File: config.mk
export PLATFORM = sky130hd
export DESIGN_NAME = conv2d_ctrl_flat
export DESIGN_NICKNAME = d
export VERILOG_FILES = /design/src/rtl/conv2d_ctrl_if.sv /design/src/rtl/conv2d_ctrl.sv /design/src/flat_wrapper.sv
export SDC_FILE = /design/constraint.sdc
export NUM_CORES = 1
export LEC_CHECK = 0
export ABC_AREA = 1
export CORE_UTILIZATION = 50
export CTS_CLUSTER_DIAMETER = 150
export DETAILED_ROUTE_END_ITERATION = 10
export PLACE_DENSITY = 0.77
export SYNTH_ARGS = -nofsm -noshare
export SYNTH_HDL_FRONTEND = slang
export SYNTH_SLANG_ARGS = --single-unit
export TNS_END_PERCENT = 20
File: constraint.sdc
create_clock -name clk_i -period 4.28 [get_ports clk_i]
set_clock_uncertainty 0.1 [all_clocks]
set_input_delay 1.284 -clock clk_i [delete_from_list [all_inputs] [get_ports clk_i]]
set_output_delay 1.284 -clock clk_i [all_outputs]
set_load 0.005 [all_outputs]
File: src/rtl/conv2d_ctrl_if.sv
// Handshake and address bus between the convolution sequencer and the
// pixel memory / filter datapath it steers.
interface conv2d_ctrl_if #(
  parameter int ADDR_W = 6
) ();

  logic              start;
  logic              hold;
  logic              memRe;
  logic [ADDR_W-1:0] addr0;
  logic [ADDR_W-1:0] addr1;
  logic [ADDR_W-1:0] addr2;
  logic              en;
  logic              oe;
  logic [ADDR_W-1:0] outRow;
  logic [ADDR_W-1:0] outCol;
  logic              busy;
  logic              done;

  // The sequencer side: takes start/hold, drives everything else
  modport master (
    input  start, hold,
    output memRe, addr0, addr1, addr2, en, oe, outRow, outCol, busy, done
  );

  // The requester / datapath side
  modport slave (
    output start, hold,
    input  memRe, addr0, addr1, addr2, en, oe, outRow, outCol, busy, done
  );

endinterface

File: src/rtl/conv2d_ctrl.sv
// Sequencer for the 3x3 convolution datapath. Sweeps a SIDE x SIDE image,
// issuing three vertically adjacent pixel addresses per cycle, and tags each
// valid filter output with its (row, col) window coordinate.
module conv2d_ctrl #(
  parameter int SIDE     = 6,
  parameter int ADDR_W   = 6,
  parameter int PIPE_LAT = 3
) (
  input logic           clk_i,
  input logic           rst_ni,
  conv2d_ctrl_if.master bus_io
);

  localparam logic [1:0] IDLE  = 2'd0;
  localparam logic [1:0] RUN   = 2'd1;
  localparam logic [1:0] DRAIN = 2'd2;
  localparam logic [1:0] DONE  = 2'd3;

  localparam int DW = (PIPE_LAT > 1) ? $clog2(PIPE_LAT) : 1;

  localparam logic [ADDR_W-1:0] SIDE_A     = ADDR_W'(SIDE);
  localparam logic [ADDR_W-1:0] LAST_COL   = ADDR_W'(SIDE - 1);
  localparam logic [ADDR_W-1:0] LAST_ROW   = ADDR_W'(SIDE - 3);
  localparam logic [DW-1:0]     LAST_DRAIN = DW'(PIPE_LAT - 1);

  logic [1:0]        state_q, state_d;
  logic [ADDR_W-1:0] row_q, row_d;
  logic [ADDR_W-1:0] col_q, col_d;
  logic [DW-1:0]     drain_q, drain_d;

  logic [ADDR_W-1:0] lastAddr0_q, lastAddr1_q, lastAddr2_q;

  logic              pipeValid_q [PIPE_LAT];
  logic [ADDR_W-1:0] pipeRow_q   [PIPE_LAT];
  logic [ADDR_W-1:0] pipeCol_q   [PIPE_LAT];

  logic              running;
  logic              advance;
  logic              issue;
  logic              oeInt;
  logic [ADDR_W-1:0] rowAddr0, rowAddr1, rowAddr2;

  // The sweep and the datapath only move in RUN/DRAIN cycles that are not stalled
  assign running = (state_q == RUN) || (state_q == DRAIN);
  assign advance = running && !bus_io.hold;
  assign issue   = (state_q == RUN) && !bus_io.hold;

  // Rows r, r+1, r+2 of the current column are SIDE addresses apart
  assign rowAddr0 = row_q * SIDE_A + col_q;
  assign rowAddr1 = rowAddr0 + SIDE_A;
  assign rowAddr2 = rowAddr1 + SIDE_A;

  // Next-state logic for the sweep FSM and its row/column/drain counters
  always_comb begin
    state_d = state_q;
    row_d   = row_q;
    col_d   = col_q;
    drain_d = drain_q;
    case (state_q)
      IDLE: begin
        if (bus_io.start) begin
          state_d = RUN;
          row_d   = '0;
          col_d   = '0;
        end
      end
      RUN: begin
        if (!bus_io.hold) begin
          if (col_q == LAST_COL) begin
            col_d = '0;
            if (row_q == LAST_ROW) begin
              state_d = DRAIN;
              drain_d = '0;
            end else begin
              row_d = row_q + ADDR_W'(1);
            end
          end else begin
            col_d = col_q + ADDR_W'(1);
          end
        end
      end
      DRAIN: begin
        if (!bus_io.hold) begin
          if (drain_q == LAST_DRAIN) begin
            state_d = DONE;
          end else begin
            drain_d = drain_q + DW'(1);
          end
        end
      end
      DONE: begin
        state_d = IDLE;
        row_d   = '0;
        col_d   = '0;
        drain_d = '0;
      end
      default: state_d = IDLE;
    endcase
  end

  // FSM and counter registers
  always_ff @(posedge clk_i or negedge rst_ni) begin
    if (!rst_ni) begin
      state_q <= IDLE;
      row_q   <= '0;
      col_q   <= '0;
      drain_q <= '0;
    end else begin
      state_q <= state_d;
      row_q   <= row_d;
      col_q   <= col_d;
      drain_q <= drain_d;
    end
  end

  // Remember the last issued addresses so the bus stays put while stalled or draining
  always_ff @(posedge clk_i or negedge rst_ni) begin
    if (!rst_ni) begin
      lastAddr0_q <= '0;
      lastAddr1_q <= '0;
      lastAddr2_q <= '0;
    end else if (issue) begin
      lastAddr0_q <= rowAddr0;
      lastAddr1_q <= rowAddr1;
      lastAddr2_q <= rowAddr2;
    end
  end

  // oe delay line: columns 0/1 enter as invalid so a window never mixes two rows
  always_ff @(posedge clk_i or negedge rst_ni) begin
    if (!rst_ni) begin
      for (int i = 0; i < PIPE_LAT; i++) begin
        pipeValid_q[i] <= 1'b0;
        pipeRow_q[i]   <= '0;
        pipeCol_q[i]   <= '0;
      end
    end else if (advance) begin
      pipeValid_q[0] <= issue && (col_q >= ADDR_W'(2));
      pipeRow_q[0]   <= row_q;
      pipeCol_q[0]   <= col_q - ADDR_W'(2);
      for (int i = 1; i < PIPE_LAT; i++) begin
        pipeValid_q[i] <= pipeValid_q[i-1];
        pipeRow_q[i]   <= pipeRow_q[i-1];
        pipeCol_q[i]   <= pipeCol_q[i-1];
      end
    end
  end

  assign oeInt = advance && pipeValid_q[PIPE_LAT-1];

  assign bus_io.memRe  = issue;
  assign bus_io.en     = advance;
  assign bus_io.addr0  = issue ? rowAddr0 : lastAddr0_q;
  assign bus_io.addr1  = issue ? rowAddr1 : lastAddr1_q;
  assign bus_io.addr2  = issue ? rowAddr2 : lastAddr2_q;
  assign bus_io.oe     = oeInt;
  assign bus_io.outRow = oeInt ? pipeRow_q[PIPE_LAT-1] : '0;
  assign bus_io.outCol = oeInt ? pipeCol_q[PIPE_LAT-1] : '0;
  assign bus_io.busy   = (state_q != IDLE);
  assign bus_io.done   = (state_q == DONE);

endmodule

File: src/flat_wrapper.sv
// flat-port wrapper written by rule: the top's interface ports become plain ports
module conv2d_ctrl_flat 
#(
  parameter int SIDE     = 6,
  parameter int ADDR_W   = 6,
  parameter int PIPE_LAT = 3
)
  (clk_i, rst_ni, bus_io_start, bus_io_hold, bus_io_memRe, bus_io_addr0, bus_io_addr1, bus_io_addr2, bus_io_en, bus_io_oe, bus_io_outRow, bus_io_outCol, bus_io_busy, bus_io_done);
  conv2d_ctrl_if #(.ADDR_W(ADDR_W)) bus_io_i ();
  input logic clk_i;
  input logic rst_ni;
  input wire logic [$bits(bus_io_i.start)-1:0] bus_io_start;
  input wire logic [$bits(bus_io_i.hold)-1:0] bus_io_hold;
  output wire logic [$bits(bus_io_i.memRe)-1:0] bus_io_memRe;
  output wire logic [$bits(bus_io_i.addr0)-1:0] bus_io_addr0;
  output wire logic [$bits(bus_io_i.addr1)-1:0] bus_io_addr1;
  output wire logic [$bits(bus_io_i.addr2)-1:0] bus_io_addr2;
  output wire logic [$bits(bus_io_i.en)-1:0] bus_io_en;
  output wire logic [$bits(bus_io_i.oe)-1:0] bus_io_oe;
  output wire logic [$bits(bus_io_i.outRow)-1:0] bus_io_outRow;
  output wire logic [$bits(bus_io_i.outCol)-1:0] bus_io_outCol;
  output wire logic [$bits(bus_io_i.busy)-1:0] bus_io_busy;
  output wire logic [$bits(bus_io_i.done)-1:0] bus_io_done;
  assign bus_io_i.start = bus_io_start;
  assign bus_io_i.hold = bus_io_hold;
  assign bus_io_memRe = bus_io_i.memRe;
  assign bus_io_addr0 = bus_io_i.addr0;
  assign bus_io_addr1 = bus_io_i.addr1;
  assign bus_io_addr2 = bus_io_i.addr2;
  assign bus_io_en = bus_io_i.en;
  assign bus_io_oe = bus_io_i.oe;
  assign bus_io_outRow = bus_io_i.outRow;
  assign bus_io_outCol = bus_io_i.outCol;
  assign bus_io_busy = bus_io_i.busy;
  assign bus_io_done = bus_io_i.done;
  conv2d_ctrl #(.SIDE(SIDE), .ADDR_W(ADDR_W), .PIPE_LAT(PIPE_LAT)) u_core (.clk_i(clk_i), .rst_ni(rst_ni), .bus_io(bus_io_i));
endmodule
==> results.txt, run 1 <==
* Result of the run: finished, violations left
- The checks that failed: negative setup slack.
- Hold Worst Slack: 372 ps
* Start of the worst register-to-register path: u_core.row_q[0]$_DFFE_PN0P_
- After the flow finishes, the layout carries non-filler instances totaling 600.
* Post-synth cell types: 31
* Pin count of the biggest net entering global routing: 41
- Measured slew at the worst slew-check pin: 1030 ps
- Max-slew violation count: 0
* CP arrival: 2940 ps
* Fraction of synthesized cell area taken by the top area cell type: 0.495
- Sequential fraction of the synthesis area: 0.495
* Clock slew seen by the registers of the worst setup and hold paths: 80 ps
- Standard cell with the maximum stage delay on the critical path: fa_1
* Remaining routing DRC violations: 0
- Crit path buf inv count: 6
* GRT Residual Overflow: 0
- Combined global-route utilization of all metal layers: 0.215
- Max-cap violations in this run came to 0.
- Worst-case reg-to-reg path depth: 17
- Setup repair after global routing could not meet its margin everywhere.
- STA puts the critical path data required time at 2900 ps.
* Count of placed standard cells including taps: 581
* Clock sink count: 73
- Leaving out fill and tap cells, the most frequent cell in the layout is nand2_1.
- Final Instance Area: 4610 µm²
- Syn Nets: 472
* Average footprint of a synthesized cell: 8.35 µm²
- Relative slew slack: 0.314
* Classification of the worst-slack hold path: reg -> reg
* Via-per-instance ratio: 4.96
* WP depth: 18
- The number of antenna diodes in the final layout is 0.
- Synthesis produced 442 cells.
- From synthesis to final layout, the design area changed by 25.0%.
* Antenna Violating Nets Remaining: 0
- Crit path max-delay family: adder cells
- R2R setup slack: 1600 ps
* Setup violation total in the final timing report: 1
* Number of placement rows: 30
- Number of DRC violations after detailed-routing iteration 0: 145
- Final weighted congestion of routability-driven global placement: 0.862
* CTS Buf Count: 9
* Final HPWL from detailed placement: 5000 µm
- After detailed placement, the total cell area comes to 4250 µm².
- By area the synthesized netlist is led by dfrtp_1 (50%), nand2_1 (13%), ha_1 (8.1%).
* Clk root buf: clkbuf_8
- Yosys printed 0 warnings.
* Number of antenna violations at the first check in global routing: 0
- No sink is reached through more buffers than the 2 on the longest clock path.
* Nets: 529
- The worst setup path is launched from a register.
* Wire length of the first global-routing pass: 12900 µm
* Type of the worst setup path: reg -> out
* Wire length per cell: 12.5 µm
* Sequence of cells on the critical path: ha_2 > inv_2 > fa_1 > inv_2 > ha_4 > inv_2 > nand2_2 > nand2_4 > buf_4 > nand2_1 > nand2_1 > nor2_1 > inv_1 > nor2_1 > nand3_1 > nand3_1 > nand2_1 > buf_2
* Period utilization: 1.01
- Full die area: 7730 µm²
- Post-Synthesis Cell Area: 3690 µm²
- CTS Hold Buffers Added: 0
- In this run the horizontal extent of the chip is 87.9 µm.
- TritonCTS built the clock tree.
- During I/O placement, the number of pins put on the boundary was 39.
* Commonest non-fill, non-tap cells in the layout: nand2_1 (123), dfrtp_1 (73), inv_1 (49), o21ai_0 (36), nor2_1 (33)
- Type of element capturing the critical path: output pin
- The final layout contains routed wiring with a total length of 7520 µm.
- Timing startpoint of the critical path: u_core.row_q[0]$_DFFE_PN0P_
- Final Hold Fails: 0
- CTS built an H-tree with a depth of 3.
- The initial utilization of the core area, before any placement, comes to 0.531.
- The floorplan step defined a core boundary enclosing 6940 µm².
- For this run, the slowest stage of the critical path takes 510 ps.
- After layout, the worst setup slack is -40.5 ps.
- Of the cells placed in the final design, the portion with a size suffix greater than 1 is 0.161.
* Final period demand of the worst path: 4320 ps
* Buffers added on ports: 38
- Termination of the worst setup path: bus_io_addr2[5]
* Via count: 2974
- From bottom edge to top edge, the die measures 87.9 µm.
* Register bit total from synthesis: 73
- Clock latency at the later pin of the worst-skew pair: 350 ps
- Detailed-routing iteration count for the pre-antenna-repair pass: 4
- The number of global-route vias before repair came to 3024.
- Capturing point of the worst reg2reg path: u_core.lastAddr2_q[5]$_DFF_PN0_
* Area leader, netlist: dfrtp_1
- Sum Neg Setup Slack: -40.5 ps
* Crit-path max FO: 3
- Derived from the worst setup path, the maximum achievable clock frequency is 0.231 GHz.
tightest hold or removal path: stages (launching register included):
cell and delay (ps):
dfrtp_1 340, nand2_1 50, nand2_1 50
per-layer routing:
layer	GRT usage	routed length (µm)	up-vias
li1	-	-	1511
met1	0.259	3440	1394
met2	0.372	3680	58
met3	0.0594	306	11
met4	0.0745	95	0
met5	0	0	-
synth_stat cells:
library cell and count:
a211oi_1 1, a21oi_1 8, a31oi_1 3, buf_2 4
buf_6 2, clkbuf_1 7, dfrtp_1 73, fa_1 2
ha_1 24, inv_1 55, inv_2 3, nand2_1 128
nand2_2 3, nand3_1 24, nand3b_1 1, nand4_1 4
nor2_1 34, nor2_2 1, nor2_4 2, nor3_1 2
nor3_2 2, nor3b_1 2, nor4_1 1, o21ai_0 39
o21ai_1 7, o21ai_2 1, o22ai_1 1, o31ai_1 2
or2_1 1, xnor2_1 1, xor2_1 4
final cells by class:
type / count / area, µm²
multi-input cells: 298 / 1700
repair buffers: 59 / 510
well taps: 96 / 120
inverters: 58 / 223
flip-flops and latches: 73 / 1830
clock buffers: 11 / 131
clock inverters: 5 / 104
fillers: 555 / 2330
metrics by stage:
| step | setup WS (ps) | util |
|---|---|---|
| 2_1_floorplan | 175 | - |
| 3_3_place_gp | -179 | 0.613 |
| 3_5_place_dp | -251 | 0.613 |
| 4_1_cts | -28.6 | 0.654 |
| 5_1_grt | -198 | 0.664 |
| 6_report | -40.5 | 0.664 |
state kept, by name (all words and copies together) (netlist names):
register	cells
u_core.lastAddr2_q	6
u_core.row_q	6
u_core.pipeValid_q	3
u_core.pipeCol_q	18
u_core.col_q	6
u_core.state_q	2
u_core.pipeRow_q	18
u_core.lastAddr0_q	6
u_core.lastAddr1_q	6
u_core.drain_q	2
cell families after synthesis:
group | after synthesis | share of synthesized area
simple gates | 205 | 0.235
xor+xnor | 5 | 0.0119
compound gates | 62 | 0.0885
fa+ha+maj | 26 | 0.0922
flops | 73 | 0.495
buf+inv | 71 | 0.0777
worst min-delay path by stage:
stage,start,to,slack (ps),cells past startpoint
5_1_grt,u_core.pipeRow_q[8]$_DFFE_PN0P_,u_core.pipeRow_q[8]$_DFFE_PN0P_,400,2
4_1_cts,u_core.lastAddr2_q[5]$_DFF_PN0_,u_core.lastAddr2_q[5]$_DFF_PN0_,380,2
6_report,u_core.pipeCol_q[12]$_DFFE_PN0P_,u_core.pipeCol_q[6]$_DFFE_PN0P_,370,2
3_3_place_gp,u_core.pipeCol_q[11]$_DFFE_PN0P_,u_core.pipeCol_q[11]$_DFFE_PN0P_,350,2
3_5_place_dp,u_core.lastAddr1_q[2]$_DFF_PN0_,u_core.lastAddr1_q[2]$_DFF_PN0_,360,2
2_1_floorplan,u_core.pipeCol_q[11]$_DFFE_PN0P_,u_core.pipeCol_q[11]$_DFFE_PN0P_,340,2
what timing repair did:
action / CTS / global route
resized for setup: 40 / 18
hold endpoints to repair: 0 / 0
pin swaps: 11 / 10
setup buffers: 3 / 0
setup endpoints to repair: 28 / 6
Power of run 1 is left out: the tool's default activity adds up to more than one toggle a clock period on the data nets, which glitch-free logic cannot reach.
==> inputs of run 2 (changes only) <==
--- a/config.mk
+++ b/config.mk
@@ -10,6 +10,7 @@
 export CTS_CLUSTER_DIAMETER = 150
 export DETAILED_ROUTE_END_ITERATION = 10
 export PLACE_DENSITY = 0.77
+export SKIP_LAST_GASP = 1
 export SYNTH_ARGS = -nofsm -noshare
 export SYNTH_HDL_FRONTEND = slang
 export SYNTH_SLANG_ARGS = --single-unit
==> results.txt, run 2 (synthesis gave the netlist of run 1 again) <==
- Result of the run: finished, violations left
- The checks that failed: negative setup slack.
- Full die area: 7730 µm² (unchanged)
* Combined global-route utilization of all metal layers: 0.214 (-0.00122)
* Final period demand of the worst path: 4380 ps (+62.2 ps)
- Ports: 39 (unchanged)
- Wire length of the first global-routing pass: 12800 µm (-0.54%)
- The number of buffers added by the clock tree synthesis step came to 9 (unchanged).
- Floorplan die width: 87.9 µm (unchanged)
- Final HPWL from detailed placement: 5000 µm (unchanged)
- The critical path required time is 2900 ps (about the same).
- The initial antenna violation count is 0 (unchanged).
- The clock-pin slew on the worst setup and hold paths came to 80 ps (about the same).
- Number of buffers on the longest clock path: 2 (unchanged)
- The highest metal layer carrying signal wires in the routed design is met4.
- In this design, the critical path's most frequently occurring cell is inv_2.
- Crit path max-delay family: adder cells
* Final weighted congestion of routability-driven global placement: 0.862 (unchanged)
* Type of the worst setup path: reg -> out
- Period utilization: 1.02 (+0.0145)
* Most common library cell in the layout ignoring fill and taps: nand2_1
- The global-route congestion overflow total was 0 (unchanged).
- The met3 routed wirelength was 290 µm (-5.2%).
- Wire length per cell: 12.7 µm (+1.5%)
* Sequence of cells on the critical path: ha_2 > inv_2 > fa_1 > inv_2 > ha_4 > inv_2 > nand2_2 > nand2_4 > buf_4 > nand2_1 > nand2_1 > o21ai_2 > clkdlybuf4s50_1
- The cell row count was 30 (unchanged).
- The number of hold-repair buffers added at the cts stage is 0 (unchanged).
- The maximum number of pins on one net before global-route repair was 41 (unchanged).
- The slowest stage of the critical path belongs to the cell clkdlybuf4s50_1.
* Crit path buf inv count: 5 (-1)
- In this run the clock root is driven by a clkbuf_8.
- Area of the core region: 6940 µm² (unchanged)
- The DRC violation count after routing is 0 (unchanged).
- R2R setup slack: 1570 ps (-30 ps)
- Type of element capturing the critical path: output pin
* Fillcell total: 547 (-1.4%)
- The fraction of final layout cells with drive strength greater than 1 is 0.159 (-0.00198).
- In the layout the commonest cells are nand2_1 (123), dfrtp_1 (73), inv_1 (49), o21ai_0 (37), nor2_1 (33).
- Largest registers: u_core.pipeCol_q: 18 flops, u_core.pipeRow_q: 18 flops
- The end-of-flow core utilization came to 0.665 (+0.000721).
- Via count: 2995 (+0.71%)
- Setup violation total in the final timing report: 9 (+8)
- Area growth syn-to-layout: 25.1%
* Crit-path max FO: 3 (unchanged)
* Height of the die: 87.9 µm (unchanged)
* Routed wl met2: 3770 µm (+2.4%)
- Clock latency at the later pin of the worst-skew pair: 350 ps (about the same)
* Clock tree from TritonCTS: built
- The number of pins exceeding their max-slew limit in the final report is 0 (unchanged).
* Final setup margin: -103 ps (-62.2 ps)
* Relative slew slack: 0.307 (-0.00733)
- The final routed wirelength across all metal layers was 7630 µm (+1.5%).
- Via-per-instance ratio: 4.99 (+0.71%)
* Routed length on met1: 3420 µm (-0.49%)
- The transition time at the pin with the least slew margin is 1040 ps (+11.0 ps).
- Maximum frequency from static timing analysis: 0.228 GHz (-1.4%)
* Antenna cell count: 0 (unchanged)
- The starting density of the core is 0.531 (unchanged).
- The number of port buffers came to 38 (unchanged).
- Via count of the first global-routing pass: 3017 (-0.23%)
* Clock sink count: 73 (unchanged)
* Critical Path Start Type: register
- Total of max-cap violations: 0 (unchanged)
- Setup repair after global routing missed its margin: true
- The number of antenna-violating nets in the routed design is 0 (unchanged).
* Slowest stage delay, CP: 520 ps (about the same)
- The worst hold path belongs to the class reg -> reg.
- Nets: 529 (unchanged)
- Number of DRC violations after detailed-routing iteration 0: 169 (+17%)
- The hold violation total from the final report came to 0 (unchanged).
* CP arrival: 3000 ps (+60 ps)
- Detailed-routing iteration count for the pre-antenna-repair pass: 4 (unchanged)
* Worst setup slack after placement: -251 ps (unchanged)
- The maximum level of the CTS H-tree was 3 (unchanged).
[run 2: cell types whose count changed in the layout (fill, tap and decap cells not counted)]
cell and change:
dlygate4sd2_1 -4, o21ai_1 -1, nand3_2 -1, clkdlybuf4s50_1 +2, o21ai_0 +1, nand3_1 +1, dlymetal6s2s_1 +2
[run 2: tightest hold or removal path, cell delays in order (launching register included)]
cell and delay, ps:
dfrtp_1 340, nand2_1 50, nand2_1 50
[run 2: per-layer routing]
metal  up-vias  GRT usage
li1       1511          -
met1      1405      0.255
met2        63      0.376
met3        16     0.0594
met4         0     0.0671
met5         -          0
[run 2: area by class of cell]
type / count / area [µm²] / share of cell area
clock inverter: 5 / 104 / 0.0225
multi-input combinational: 298 / 1690 / 0.366
sequential: 73 / 1830 / 0.396
timing repair buffer: 59 / 520 / 0.113
clock buffer: 11 / 131 / 0.0285
tap: 96 / 120 / 0.0260
inverter: 58 / 223 / 0.0482
[run 2: worst paths after layout]
kind / startpoint / end / cells after the start
worst min register to register: u_core.pipeCol_q[12]$_DFFE_PN0P_ / u_core.pipeCol_q[6]$_DFFE_PN0P_ / 2
max in group asynchronous: rst_ni / u_core.col_q[2]$_DFFE_PN0P_ / 2
min in group asynchronous: rst_ni / u_core.pipeRow_q[2]$_DFFE_PN0P_ / 1
worst min-delay path: u_core.pipeCol_q[12]$_DFFE_PN0P_ / u_core.pipeCol_q[6]$_DFFE_PN0P_ / 2
worst max register to register: u_core.row_q[1]$_DFFE_PN0P_ / u_core.lastAddr2_q[5]$_DFF_PN0_ / 17
worst max-delay path: u_core.row_q[1]$_DFFE_PN0P_ / bus_io_addr1[3] / 13
[run 2: per-stage QoR]
step                cell area, µm²  hold slack (ps)  instances  setup TNS, ps
floorplan                     3690              342        442              0
global placement              4250              354        581           -746
detailed placement            4250              359        581          -1490
CTS                           4540              377        600           -434
global route                  4620              395        600          -2450
finish                        4620              373        600           -234
[run 2: timing repair]
action                     CTS  global route
setup endpoints to repair   28            28
buffers inserted             3             0
pin swaps                   10            13
resized for setup           34            20
Power of run 2 is left out for the same reason.
==> inputs of run 3 (changes only) <==
--- a/config.mk
+++ b/config.mk
@@ -6,10 +6,10 @@
 export NUM_CORES = 1
 export LEC_CHECK = 0
 export ABC_AREA = 1
-export CORE_UTILIZATION = 50
+export CORE_UTILIZATION = 56
 export CTS_CLUSTER_DIAMETER = 150
 export DETAILED_ROUTE_END_ITERATION = 10
-export PLACE_DENSITY = 0.77
+export PLACE_DENSITY = 0.84
 export SKIP_LAST_GASP = 1
 export SYNTH_ARGS = -nofsm -noshare
 export SYNTH_HDL_FRONTEND = slang
==> results.txt, run 3 (synthesis gave the netlist of run 1 again) <==
* Result of the run: finished, violations left
* Violated checks: negative setup slack
* Final period demand of the worst path: 4470 ps (+91.8 ps)
* Termination of the worst setup path: bus_io_addr0[3]
- The clock latency on the worst-skew pair came to 360 ps (about the same).
- Number of buffers on the longest clock path: 2 (unchanged)
* Number of DRC violations after detailed-routing iteration 0: 156 (-7.7%)
- The top fanout value on the critical path is 3 (unchanged).
* Total of max-cap violations: 0 (unchanged)
- The endpoint arrival time on the critical path came to 3090 ps (+90 ps).
- The DRC violation count after routing came to 0 (unchanged).
- The register-to-register setup slack was 1300 ps (-270 ps).
* Relative slew slack: 0.358 (+0.0513)
- Final Routed Wirelength: 8410 µm (+10%)
* Floorplan die width: 83.2 µm (-5.4%)
- For this design, the slowest cell found on the critical path is fa_1.
- Setup repair after global routing missed its margin: true
* Most common library cell in the layout ignoring fill and taps: nand2_1
- The number of port buffers is 38 (unchanged).
- Combined global-route utilization of all metal layers: 0.254 (+0.0395)
* Type of element capturing the critical path: output pin
- The cell row count came to 29 (-3.3%).
* Area of the core region: 6350 µm² (-8.6%)
* Detailed-routing iteration count for the pre-antenna-repair pass: 5 (+1)
- Area growth syn-to-layout: 24.6%
- The count of pins on the block boundary is 39 (unchanged).
- The worst-case setup margin in the final layout came to -195 ps (-91.8 ps).
- CTS Buf Count: 9 (unchanged)
- WP depth: 12 (-1)
- The initial antenna violation count came to 0 (unchanged).
- Max-slew violation count: 0 (unchanged)
- The clock-pin slew on the worst setup and hold paths came to 80 ps (about the same).
- Crit path max-delay family: adder cells
- The largest registers in the layout are u_core.pipeCol_q: 18 flops, u_core.pipeRow_q: 18 flops.
- Antenna Violating Nets Remaining: 0 (unchanged)
- The hold violation total from the final report is 0 (unchanged).
* GRT Residual Overflow: 0 (unchanged)
- Maximum frequency from static timing analysis: 0.223 GHz (-2.1%)
- Wire length of the first global-routing pass: 13800 µm (+7.7%)
- Clock sink count: 73 (unchanged)
* Commonest non-fill, non-tap cells in the layout: nand2_1 (119), dfrtp_1 (73), inv_1 (48), o21ai_0 (36), nor2_1 (31)
- Final HPWL from detailed placement: 5140 µm (+2.8%)
- Antenna cell count: 0 (unchanged)
- Fillcell total: 445 (-19%)
* Layout cell share with drive strength beyond 1: 0.179 (+0.0198)
- The stage delay of the slowest cell on the critical path was 550 ps (+30 ps).
- Initial Utilization: 0.581 (+0.0497)
- TritonCTS built the clock tree.
- The die height came to 83.2 µm (-5.4%).
- The count of buffering cells on the critical path with inverters included was 6 (+1).
- Capturing point of the worst reg2reg path: u_core.lastAddr2_q[4]$_DFF_PN0_
- The worst hold-check slack came to 374 ps (+1.52 ps).
- Final weighted congestion of routability-driven global placement: 0.802 (-6.9%)
* Via-per-instance ratio: 5.42 (+8.6%)
- Clk root buf: clkbuf_8
* Classification of the worst-slack hold path: reg -> reg
- CTS Hold Buffers Added: 0 (unchanged)
* Type of the worst setup path: reg -> out
* Full die area: 6920 µm² (-10%)
* Wire length per cell: 14.5 µm (+14%)
- Pin count of the biggest net entering global routing: 74 (+80%)
- Period utilization: 1.05 (+0.0215)
- Walking the worst path, the cells encountered are ha_2 > inv_2 > fa_1 > inv_2 > ha_4 > inv_4 > nand2_4 > nand2_4 > buf_4 > buf_4 > o21ai_1 > clkdlybuf4s50_1.
* Via count: 3149 (+5.1%)
- Measured slew at the worst slew-check pin: 962 ps (-76.9 ps)
- Critical Path Start Type: register
- Worst-case reg-to-reg path depth: 16 (-1)
- Tracing the worst setup path back leads to its startpoint at u_core.row_q[1]$_DFFE_PN0P_.
* Via count of the first global-routing pass: 3192 (+5.8%)
- The number of nets in the finished design came to 530 (+0.19%).
* Depth of the CTS H-tree: 3 (unchanged)
- Start of the worst register-to-register path: u_core.row_q[1]$_DFFE_PN0P_
- The final-report setup violation count came to 20 (+11).
* Required time of the worst setup path: 2900 ps (about the same)
run 3: per-stage QoR:
stage,utilization,TNS [ps],instances,setup WS [ps],instance area [µm²]
after floorplan,-,0,442,175,3690
after global placement,0.666,-1790,560,-163,4230
after detailed placement,0.666,-2810,560,-271,4230
after CTS,0.708,-492,579,-86.0,4490
after global routing,0.724,-4090,581,-289,4600
final,0.724,-1240,581,-195,4600
run 3: metal layers:
| metal | track usage | up-vias | wire length (µm) |
|---|---|---|---|
| met1 | 0.302 | 1513 | 3410 |
| met2 | 0.431 | 91 | 4260 |
| met3 | 0.0646 | 30 | 409 |
| li1 | - | 1515 | - |
| met4 | 0.121 | 0 | 331 |
| met5 | 0 | - | 0 |
run 3: worst min path at each step:
stage / startpoint / to / slack, ps / cells past startpoint
detailed placement: u_core.lastAddr0_q[0]$_DFF_PN0_ / u_core.lastAddr0_q[0]$_DFF_PN0_ / 360 / 2
CTS: u_core.lastAddr2_q[5]$_DFF_PN0_ / u_core.lastAddr2_q[5]$_DFF_PN0_ / 370 / 2
global placement: u_core.pipeCol_q[6]$_DFFE_PN0P_ / u_core.pipeCol_q[6]$_DFFE_PN0P_ / 350 / 2
global route: u_core.pipeRow_q[14]$_DFFE_PN0P_ / u_core.pipeRow_q[8]$_DFFE_PN0P_ / 400 / 2
floorplan: u_core.pipeCol_q[11]$_DFFE_PN0P_ / u_core.pipeCol_q[11]$_DFFE_PN0P_ / 340 / 2
finish: u_core.pipeCol_q[11]$_DFFE_PN0P_ / u_core.pipeCol_q[11]$_DFFE_PN0P_ / 370 / 2
run 3: worst register-to-register path, stage by stage, from the launching register on:
cell and delay (ps):
dfrtp_1 380, ha_2 200, inv_2 50, fa_1 550, inv_2 70, ha_4 310, nand2_4 70, nand2_4 90
inv_4 50, ha_4 160, a21oi_4 120, nand3_1 130, nand2_2 110, xor2_1 150, o21ai_1 90, buf_4 140
buf_4 120
run 3: final cells by class:
| cell class | instances | area [µm²] | area share |
|---|---|---|---|
| flip-flops and latches | 73 | 1830 | 0.397 |
| repair buffers | 60 | 537 | 0.117 |
| clock buffers | 10 | 138 | 0.0299 |
| well taps | 77 | 96.3 | 0.0210 |
| multi-input cells | 298 | 1740 | 0.379 |
| clock inverters | 5 | 32.5 | 0.00708 |
| inverters | 58 | 225 | 0.0490 |
run 3: what timing repair did:
action,CTS,global route
resized for setup,47,22
setup buffers,4,2
pin swaps,12,14
setup endpoints to repair,29,29
Power of run 3 is left out for the same reason.
